[src/rtl/bridge_pkg.sv]
// -----------------------------------------------------------------------------
// bridge_pkg
// Shared constants for the UART-to-peripheral-bus bridge:
//   - command bytes recognised in the frame header (CMD_WR, CMD_RD)
//   - the response byte sent when a frame is abandoned (TIMEOUT_BYTE)
//   - FSM state encoding (3-bit, legacy-compatible constants)
//   - byte_at(): selects byte idx (0 = bits 7:0) from a 32-bit word
// -----------------------------------------------------------------------------
package bridge_pkg;

    localparam logic [7:0] CMD_WR       = 8'h57;
    localparam logic [7:0] CMD_RD       = 8'h52;
    localparam logic [7:0] TIMEOUT_BYTE = 8'h54;

    localparam logic [2:0] ST_IDLE = 3'd0;
    localparam logic [2:0] ST_ADDR = 3'd1;
    localparam logic [2:0] ST_DATA = 3'd2;
    localparam logic [2:0] ST_BUS  = 3'd3;
    localparam logic [2:0] ST_RESP = 3'd4;

    function automatic logic [7:0] byte_at(input logic [31:0] w, input logic [1:0] idx);
        return w[8*idx +: 8];
    endfunction

endpackage

[src/rtl/uart_bus_bridge_if.sv]
// -----------------------------------------------------------------------------
// uart_bus_bridge_if
// Peripheral bus between the bridge (master) and the register block (slave).
//   bus_rd    : read strobe, one cycle
//   bus_wr    : write strobe, one cycle (never together with bus_rd)
//   bus_addr  : 32-bit address, valid while a strobe is high
//   bus_wdata : 32-bit write data, valid while bus_wr is high
//   bus_rdata : 32-bit read data, combinational from the slave during bus_rd
// -----------------------------------------------------------------------------
interface uart_bus_bridge_if;

    logic        bus_rd;
    logic        bus_wr;
    logic [31:0] bus_addr;
    logic [31:0] bus_wdata;
    logic [31:0] bus_rdata;

    modport master (
        output bus_rd,
        output bus_wr,
        output bus_addr,
        output bus_wdata,
        input  bus_rdata
    );

    modport slave (
        input  bus_rd,
        input  bus_wr,
        input  bus_addr,
        input  bus_wdata,
        output bus_rdata
    );

endinterface

[src/rtl/bridge_timeout.sv]
// -----------------------------------------------------------------------------
// bridge_timeout
// Idle-cycle counter used to abandon a stalled frame.
//   clk, reset : clock, asynchronous active-low reset
//   clear      : restart the count from zero (has priority over enable)
//   enable     : count one cycle
//   expired    : count has reached TIMEOUT_CYCLES; stays high until clear
// -----------------------------------------------------------------------------
module bridge_timeout #(
    parameter int TIMEOUT_CYCLES = 1000000
) (
    input  logic clk,
    input  logic reset,
    input  logic clear,
    input  logic enable,
    output logic expired
);

    localparam int             CW    = $clog2(TIMEOUT_CYCLES + 1);
    localparam logic [CW-1:0]  LIMIT = CW'(TIMEOUT_CYCLES);

    logic [CW-1:0] count;

    assign expired = (count == LIMIT);

    always_ff @(posedge clk or negedge reset) begin
        if (!reset) begin
            count <= '0;
        end else if (clear) begin
            count <= '0;
        end else if (enable && !expired) begin
            count <= count + 1'b1;
        end
    end

endmodule

[src/rtl/uart_bus_bridge.sv]
// -----------------------------------------------------------------------------
// uart_bus_bridge
// Turns command frames from a UART byte receiver into single-cycle peripheral
// bus reads/writes and returns response bytes to a UART byte transmitter.
//   Write frame: 57 A3 A2 A1 A0 D3 D2 D1 D0  -> bus write, response ACK_BYTE
//   Read frame : 52 A3 A2 A1 A0              -> bus read, response rdata MSB first
//   Other first byte                         -> response NAK_BYTE
//
// Ports:
//   clk, reset          : clock, asynchronous active-low reset
//   rx_data, rx_valid   : received byte, one-cycle strobe, no backpressure
//   tx_data, tx_valid,  : outgoing byte
//   tx_ready
//   bus                 : peripheral bus, master side (uart_bus_bridge_if)
//   busy                : FSM is not in IDLE
//   drop                : an rx byte arrived while a frame was being serviced
//   state_dbg           : current FSM state (bridge_pkg ST_* encoding)
//
// tx handshake: tx_valid rises with a byte and, together with tx_data, holds
// until a posedge where tx_ready=1; that edge transfers the byte.
//
// Optional build macro BRIDGE_TIMEOUT_EN: abandon a frame that sits in
// ADDR/DATA for TIMEOUT_CYCLES without a byte, answering TIMEOUT_BYTE.
// -----------------------------------------------------------------------------
module uart_bus_bridge
    import bridge_pkg::*;
#(
    parameter int         TIMEOUT_CYCLES = 1000000,
    parameter logic [7:0] ACK_BYTE       = 8'h4B,
    parameter logic [7:0] NAK_BYTE       = 8'h3F
) (
    input  logic               clk,
    input  logic               reset,
    input  logic [7:0]         rx_data,
    input  logic               rx_valid,
    output logic [7:0]         tx_data,
    output logic               tx_valid,
    input  logic               tx_ready,
    uart_bus_bridge_if.master  bus,
    output logic               busy,
    output logic               drop,
    output logic [2:0]         state_dbg
);

    if (TIMEOUT_CYCLES < 1) begin : g_timeout_range
        $error("TIMEOUT_CYCLES must be at least 1");
    end

    logic [2:0]  state;
    logic        is_rd;
    logic [1:0]  cnt;       // byte index in ADDR/DATA, bytes remaining - 1 in RESP
    logic [31:0] addr_sh;   // address being assembled
    logic [23:0] wdata_sh;  // first three data bytes; the fourth joins on the last strobe
    logic [31:0] addr_q;    // presented on the bus from one BUS cycle to the next
    logic [31:0] wdata_q;
    logic [31:0] rdata_q;

    assign bus.bus_rd    = (state == ST_BUS) &&  is_rd;
    assign bus.bus_wr    = (state == ST_BUS) && !is_rd;
    assign bus.bus_addr  = addr_q;
    assign bus.bus_wdata = wdata_q;

    assign busy      = (state != ST_IDLE);
    assign drop      = rx_valid && ((state == ST_BUS) || (state == ST_RESP));
    assign state_dbg = state;

`ifdef BRIDGE_TIMEOUT_EN
    logic timeout_hit;

    // Held clear in IDLE so the count starts fresh on entry to ADDR.
    bridge_timeout #(
        .TIMEOUT_CYCLES (TIMEOUT_CYCLES)
    ) u_timeout (
        .clk     (clk),
        .reset   (reset),
        .clear   (rx_valid || (state == ST_IDLE)),
        .enable  ((state == ST_ADDR) || (state == ST_DATA)),
        .expired (timeout_hit)
    );
`endif

    always_ff @(posedge clk or negedge reset) begin
        if (!reset) begin
            state    <= ST_IDLE;
            is_rd    <= 1'b0;
            cnt      <= 2'd0;
            addr_sh  <= '0;
            wdata_sh <= '0;
            addr_q   <= '0;
            wdata_q  <= '0;
            rdata_q  <= '0;
            tx_data  <= '0;
            tx_valid <= 1'b0;
        end else begin
            case (state)
                ST_IDLE: begin
                    if (rx_valid) begin
                        if ((rx_data == CMD_WR) || (rx_data == CMD_RD)) begin
                            is_rd <= (rx_data == CMD_RD);
                            cnt   <= 2'd0;
                            state <= ST_ADDR;
                        end else begin
                            tx_data  <= NAK_BYTE;
                            tx_valid <= 1'b1;
                            cnt      <= 2'd0;
                            state    <= ST_RESP;
                        end
                    end
                end

                ST_ADDR: begin
                    if (rx_valid) begin
                        addr_sh <= {addr_sh[23:0], rx_data};
                        cnt     <= cnt + 2'd1;   // wraps to 0 ready for DATA
                        if (cnt == 2'd3) begin
                            if (is_rd) begin
                                addr_q <= {addr_sh[23:0], rx_data};
                                state  <= ST_BUS;
                            end else begin
                                state  <= ST_DATA;
                            end
                        end
                    end
`ifdef BRIDGE_TIMEOUT_EN
                    else if (timeout_hit) begin
                        tx_data  <= TIMEOUT_BYTE;
                        tx_valid <= 1'b1;
                        cnt      <= 2'd0;
                        state    <= ST_RESP;
                    end
`endif
                end

                ST_DATA: begin
                    if (rx_valid) begin
                        wdata_sh <= {wdata_sh[15:0], rx_data};
                        cnt      <= cnt + 2'd1;
                        if (cnt == 2'd3) begin
                            addr_q  <= addr_sh;
                            wdata_q <= {wdata_sh, rx_data};
                            state   <= ST_BUS;
                        end
                    end
`ifdef BRIDGE_TIMEOUT_EN
                    else if (timeout_hit) begin
                        tx_data  <= TIMEOUT_BYTE;
                        tx_valid <= 1'b1;
                        cnt      <= 2'd0;
                        state    <= ST_RESP;
                    end
`endif
                end

                ST_BUS: begin
                    tx_valid <= 1'b1;
                    state    <= ST_RESP;
                    if (is_rd) begin
                        rdata_q <= bus.bus_rdata;
                        tx_data <= bus.bus_rdata[31:24];
                        cnt     <= 2'd3;
                    end else begin
                        tx_data <= ACK_BYTE;
                        cnt     <= 2'd0;
                    end
                end

                ST_RESP: begin
                    if (tx_valid && tx_ready) begin
                        if (cnt == 2'd0) begin
                            tx_valid <= 1'b0;
                            state    <= ST_IDLE;
                        end else begin
                            cnt     <= cnt - 2'd1;
                            tx_data <= byte_at(rdata_q, cnt - 2'd1);
                        end
                    end
                end

                default: begin
                    tx_valid <= 1'b0;
                    state    <= ST_IDLE;
                end
            endcase
        end
    end

endmodule

[src/flat_wrapper.sv]
// flat-port wrapper written by rule: the top's interface ports become plain ports
module uart_bus_bridge_flat import bridge_pkg::*;
#(
    parameter int         TIMEOUT_CYCLES = 1000000,
    parameter logic [7:0] ACK_BYTE       = 8'h4B,
    parameter logic [7:0] NAK_BYTE       = 8'h3F
)
  (clk, reset, rx_data, rx_valid, tx_data, tx_valid, tx_ready, busy, drop, state_dbg, bus_bus_rd, bus_bus_wr, bus_bus_addr, bus_bus_wdata, bus_bus_rdata);
  uart_bus_bridge_if bus_i ();
  input  logic clk;
  input  logic reset;
  input  logic [7:0] rx_data;
  input  logic rx_valid;
  output logic [7:0] tx_data;
  output logic tx_valid;
  input  logic tx_ready;
  output logic busy;
  output logic drop;
  output logic [2:0] state_dbg;
  output wire logic [$bits(bus_i.bus_rd)-1:0] bus_bus_rd;
  output wire logic [$bits(bus_i.bus_wr)-1:0] bus_bus_wr;
  output wire logic [$bits(bus_i.bus_addr)-1:0] bus_bus_addr;
  output wire logic [$bits(bus_i.bus_wdata)-1:0] bus_bus_wdata;
  input wire logic [$bits(bus_i.bus_rdata)-1:0] bus_bus_rdata;
  assign bus_bus_rd = bus_i.bus_rd;
  assign bus_bus_wr = bus_i.bus_wr;
  assign bus_bus_addr = bus_i.bus_addr;
  assign bus_bus_wdata = bus_i.bus_wdata;
  assign bus_i.bus_rdata = bus_bus_rdata;
  uart_bus_bridge #(.TIMEOUT_CYCLES(TIMEOUT_CYCLES), .ACK_BYTE(ACK_BYTE), .NAK_BYTE(NAK_BYTE)) u_core (.clk(clk), .reset(reset), .rx_data(rx_data), .rx_valid(rx_valid), .tx_data(tx_data), .tx_valid(tx_valid), .tx_ready(tx_ready), .bus(bus_i), .busy(busy), .drop(drop), .state_dbg(state_dbg));
endmodule
[config.mk]
export PLATFORM = sky130hd
export DESIGN_NAME = uart_bus_bridge_flat
export DESIGN_NICKNAME = d
export VERILOG_FILES = /design/src/rtl/bridge_pkg.sv /design/src/rtl/uart_bus_bridge_if.sv /design/src/rtl/bridge_timeout.sv /design/src/rtl/uart_bus_bridge.sv /design/src/flat_wrapper.sv
export SDC_FILE = /design/constraint.sdc
export NUM_CORES = 1
export LEC_CHECK = 0
export CORE_MARGIN = 2
export CORE_UTILIZATION = 53
export DETAILED_ROUTE_END_ITERATION = 10
export GPL_TIMING_DRIVEN = 0
export PLACE_DENSITY = 0.8
export SLEW_MARGIN = 20
export SYNTH_ARGS = -nofsm -noshare
export SYNTH_HDL_FRONTEND = slang
export SYNTH_SLANG_ARGS = --single-unit
[constraint.sdc]
create_clock -name clk -period 2.4 [get_ports clk]
set_input_delay 0.48 -clock clk [delete_from_list [all_inputs] [get_ports clk]]
set_output_delay 0.48 -clock clk [all_outputs]
set_load 0.01 [all_outputs]
## Word level (Yosys, flattened, before mapping)

Index checks and enable logic that the tools add are counted.

- Flip-flop bits (word level): 167
- Input bits: 44
- Word-level logic and storage cells: 89

- Reductions and logical operators: 24
- $add $sub $neg: 2
- Muxes and demuxes: 33
- Bitwise gates (word level): 1
- Shift-type cells: 1
- Equal/unequal tests: 18

Operators by type and width:

| operator | count |
|---|---|
| 32-bit two-way mux | 5 |
| 32-bit one-hot mux with 2 select lines | 1 |
| 8-bit two-way mux | 5 |
| 32-bit by 6-bit variable part select with 8-bit output | 1 |
| 3-bit two-way mux | 8 |
| 8-bit one-hot mux with 3 select lines | 1 |
| 8-bit by 7-bit equality test with 1-bit output (second input constant) | 2 |
| 3-bit one-hot mux with 5 select lines | 1 |
| 5-bit AND reduction | 3 |
| 2-bit inequality test (second input constant) | 7 |
| 2-bit two-way mux | 5 |
| 2-bit by 1-bit inequality test with 1-bit output (second input constant) | 4 |
| 2-bit one-hot mux with 4 select lines | 1 |
| 7-bit AND reduction | 1 |
| 3-bit by 2-bit equality test with 1-bit output (second input constant) | 2 |
| 2-bit AND reduction | 3 |
| 3-bit AND reduction | 2 |
| 6-bit AND reduction | 1 |
| 3-bit nonzero test | 2 |
| 1-bit two-way mux | 5 |
| 1-bit logical AND | 4 |
| 1-bit one-hot mux with 4 select lines | 1 |
| 4-bit nonzero test | 1 |
| 3-bit by 1-bit equality test with 1-bit output (second input constant) | 1 |
| 11 further kinds | 12 |

## Depth between registers and ports, before layout

- Depth after elaboration: 5
- Depth in mapped cells: 8
- Depth with buffers taken out: 6

## Worst setup path after synthesis

OpenSTA, ideal clock, no wires.

- Kind: reg2reg
- Start: reg u_core.cnt[0]
- End: reg u_core.tx_data[2]
- Buffers on the path: 2
- Stages on the path, launching flop included: 8
- Slack: 276 ps
- Arrival time: 1,999 ps
- Clock period less this slack: 2,124 ps
- Cell sequence: dfrtp_1 buf_2 inv_1 ha_1 clkbuf_1 mux4_2 a2bb2oi_1 mux2_4

- Word-level cells in the longest chain between the ends: 5
- Elaborated cells on any way between the ends: 8
- Those cells by class: 1 x add/sub; 1 x eq/ne; 1 x shift; 3 x mux; 2 x reduce/logical

RTL lines:

| element | line | source |
|---|---|---|
| start: declaration | uart_bus_bridge.sv:51 | `logic [1:0] cnt;` |
| start signal: assignment | uart_bus_bridge.sv:114 | `cnt <= cnt + 2'd1;` |
| start signal: assignment | uart_bus_bridge.sv:137 | `cnt <= cnt + 2'd1;` |
| start signal: assignment | uart_bus_bridge.sv:173 | `cnt <= cnt - 2'd1;` |
| 2-bit by 1-bit subtractor with 2-bit output | uart_bus_bridge.sv:174 | `tx_data <= byte_at(rdata_q, cnt - 2'd1);` |
| 32-bit by 6-bit variable part select with 8-bit output | bridge_pkg.sv:22 | `return w[8*idx +: 8];` |
| 8-bit two-way mux | uart_bus_bridge.sv:169 | `if (cnt == 2'd0) begin` |
| 8-bit two-way mux | uart_bus_bridge.sv:168 | `if (tx_valid && tx_ready) begin` |
| 8-bit one-hot mux with 3 select lines | uart_bus_bridge.sv:95 | `case (state)` |
| end signal: assignment | uart_bus_bridge.sv:159 | `tx_data <= bus.bus_rdata[31:24];` |
| end signal: assignment | uart_bus_bridge.sv:174 |  |
| end: declaration | uart_bus_bridge.sv:36 | `output logic [7:0] tx_data,` |

Several ways; a longest one is shown, not always the timed one. The select of a mux whose other input is x is not followed.
A chain may end at the register's enable or synchronous reset.

## Final worst setup path

- Start: reg u_core.state[2], in the netlist u_core.state_dbg[2]
- End: out bus_bus_rd

- Word-level cells in the longest chain between the ends: 2

RTL lines:

| element | line | source |
|---|---|---|
| start: declaration | uart_bus_bridge.sv:49 | `logic [2:0] state;` |
| start signal: assignment | uart_bus_bridge.sv:84 | `state <= ST_IDLE;` |
| start signal: assignment | uart_bus_bridge.sv:101 | `state <= ST_ADDR;` |
| start signal: assignment | uart_bus_bridge.sv:106 | `state <= ST_RESP;` |
| 3-bit by 2-bit equality test with 1-bit output | uart_bus_bridge.sv:58 | `assign bus.bus_rd = (state == ST_BUS) && is_rd;` |
| 1-bit logical AND | uart_bus_bridge.sv:58 |  |
| end: declaration | flat_wrapper.sv:20 | `output wire logic [$bits(bus_i.bus_rd)-1:0] bus_bus_rd;` |

No other way between the ends.

==> results by group <==
Outcome
  • Status: finished, final reports clean

Power
  • Leakage power: between 0.004 and 0.005 uW
  • Power Density: approximately 800 nW/um^2
  • VDD IR max: slightly below 0.6 mV
  • PnR Total Power: between 7000 and 8000 uW

Route
  • WL per Instance: 18.6 microns
  • DRT Pass-1 Iters: 4
  • Vias: 4640
  • Routed wire length: around 16000 microns
  • Drt drc: 0
  • Post-route ant nets: 0
  • Initial DRC count: 243
  • Vias per cell: 5.50

GRT
  • Initial antenna violation count: 0
  • First-pass GRT wire length: between 20000 and 30000 microns
  • Vias in the first global route: 4920
  • Largest net degree at the start of global routing: 88
  • GRT overflow: 0
  • Total track usage: approximately 23%

Floorplanning
  • IO Count: 124
  • Core ar.: roughly 13000 sq um
  • # rows: between 40 and 50
  • Initial Util: 53.9%
  • Die area: about 14000 sq um
  • Die H: approximately 120 microns
  • Die Wd: ~120 microns

Setup path
  • Setup CP Type: reg -> out
  • Startpoint types: register
  • WP data required: roughly 1.9 ns
  • Crit path cell chain: buf_6, nand4b_1, buf_6, buf_4, inv_1, dlygate4sd2_1
  • Critical path arrival: around 1.9 ns
  • Critical Path Sink Type: output pin
  • Reg2Reg Setup Slack: ~0.14 ns
  • CP max FO: 10
  • Max stage delay cell, worst path: dfrtp_1
  • Cell mode on critical path: buf_6
  • Worst path max stage delay: 0.39 ns

Clocking
  • Clock sink total: 167
  • Root Driver: clkbuf_16
  • Worst-skew pair later-pin latency: around 0.43 ns
  • Hold-fix buffers, CTS: 0
  • Max H-tree Level: 4
  • CTS tree: built
  • Clock-pin slew of the registers on the worst-case setup and hold paths: approximately 0.06 ns
  • CTS Buf Count: 17
  • Bufs on Longest Clock Path: 2

Final layout
  • Cell Count, Final, Fillers Out: approximately 840
  • Share of cells above drive strength 1: a little under a third
  • Synthesis-to-layout area growth: 29.5%
  • Fin area: ~9000 sq um
  • Nets: approximately 700
  • Antenna Cells: 0

STA
  • Fin. max-slew vios: 0
  • Relative slew slack: a little under three fifths
  • Fin crit period: 2.34 ns
  • Final period util: between 90% and 100%
  • Final Setup Violations: 0
  • Layout Skew: 0.00904 ns
  • Fmax achieved: about 430 MHz
  • Final hold viol count: 0
  • RSZ-0062 raised after global routing: no
  • Fin Setup TNS: 0 ns
  • Worst-Margin Slew: between 0.6 and 0.7 ns

Min path
  • HP Class: in -> async

Yosys
  • Synth warn: 0
  • Mapped Area: around 7000 sq um
  • Post-synthesis cell count: between 500 and 600
  • Share of the synthesized area in the top cell type: about three fifths
  • Register area share after synthesis: about three fifths
  • Syn_nets: 562
  • Syn avg cell area: approximately 14 sq um
  • Most numerous cell in the Yosys netlist: dfrtp_1
  • Synth cell count leaders: 167 x dfrtp_1, 118 x mux2_2, 40 x a21oi_1
  • Post-synth EDFFs: 0
  • Async set-or-reset flop fraction in the synthesized netlist: 100%
  • Dominant cells by area after synthesis: dfrtp_1 59%, mux2_2 19%, mux2i_1 4.9%
  • Number of synthesized register bits: around 170
  • Yosys cell types: 43
  • Ys flop type: dfrtp_1
  • Synth area leader: dfrtp_1

Run
  • # Max-Cap Violations: 0

Placement
  • RD Place Congestion: about 0.8
  • DP Wirelength: about 11000 microns
  • Port bufs: between 100 and 150
  • Dpl cells: 816
  • Post-place instance area: between 8000 and 9000 sq um
-- cell type report --
class / count / area (sq um)
sequential: 167 / 4180
fill: 904 / 3980
multi-input combinational: 309 / 2760
timing repair buffer: 125 / 1260
clock buffer: 21 / 450
tap: 176 / 220
buffer: 29 / 174
clock inverter: 8 / 124
inverter: 9 / 33.8
-- state kept, by name, indices dropped and copies added (netlist names) --
signal,cells
u_core.rdata_q,32
u_core.bus.bus_addr,32
u_core.tx_valid,1
u_core.wdata_sh,24
u_core.bus.bus_wdata,32
u_core.addr_sh,32
u_core.cnt,2
u_core.is_rd,1
u_core.tx_data,8
u_core.state_dbg,3
-- final timing paths --
path,from,endpoint,cells after the start
worst max-delay path,u_core.state_dbg[2],bus_bus_rd,6
worst min-delay path,reset,u_core.bus.bus_addr[25],1
worst max register to register,u_core.cnt[0],u_core.tx_data[2],6
worst min register to register,u_core.rdata_q[14],u_core.rdata_q[14],1
max in group asynchronous,reset,u_core.is_rd,2
min in group clk,u_core.rdata_q[14],u_core.rdata_q[14],1
-- layout by cell type, fill, tap and decap left out, types with 2 or more instances in the layout --
cell	Yosys	routed
or2_2	3	3
mux4_2	8	8
buf_6	1	3
xor2_1	2	2
clkinv_2	0	2
a21o_1	2	2
nor2_1	36	35
clkdlybuf4s50_1	0	118
bufinv_16	0	3
buf_4	2	5
a2bb2oi_1	3	3
a21oi_1	40	40
nor2_2	1	2
and2_1	2	2
clkbuf_16	0	17
dfrtp_1	167	166
inv_1	9	9
mux2_4	5	5
nand3_1	5	5
clkbuf_1	5	5
nand2b_1	3	3
nand2_1	14	13
mux2i_1	35	35
mux2_2	118	118
dlygate4sd2_1	0	2
buf_2	23	19
nand3b_1	2	2
clkinvlp_4	0	2
o22ai_1	5	5
o21ai_0	5	5
-- through the flow --
stage / hold slack (ns) / util [%] / setup WS (ns)
3_3_place_gp: 0.467 / 64.9 / -5.59
3_5_place_dp: 0.479 / 65.2 / -0.279
2_1_floorplan: 0.184 / - / 0.276
5_1_grt: 0.102 / 69.8 / 0.00106
6_report: 0.0526 / 69.8 / 0.0595
4_1_cts: 0.0747 / 69.7 / 0.00681
-- critical path, delay by kind of cell, from the launching register on --
family / cells / cell delay (ns)
DFF: 1 / 0.39
buffers and inverters: 5 / 0.84
and+or+nand+nor: 1 / 0.19
-- metal layers --
layer  routed length [microns]  GRT usage, %
met3                       751          4.94
met2                      7970          37.4
met5                         0             0
met1                      6620          29.6
met4                       369          11.3
-- logic make-up after synthesis --
kind of cell               after synthesis  share of synthesized area, %
DFF                                    167                          58.8
xor gates and xnor gates                 2                         0.246
buffers and inverters                   40                          2.73
adders and majority gates                2                         0.352
AOI/OAI and AO/OA                       64                          5.40
and+or+nand+nor                         74                          5.15
muxes                                  167                          27.4
-- repair_timing --
action / in CTS / in global routing
resized for setup: 17 / 9
pin swaps: 0 / 0
endpoints found under the setup margin: 10 / 7
buffers inserted: 1 / 0
-- power by group --
part / internal, uW / leakage [uW] / total [uW] / switching (uW)
Clock: 1640 / 0.000275 / 2700 / 1060
Sequential: 2970 / 0.00221 / 3070 / 104
Combinational: 777 / 0.00173 / 1450 / 673
Total: 5390 / 0.00422 / 7220 / 1830
No activity file was read; power rests on OpenSTA's default activity.
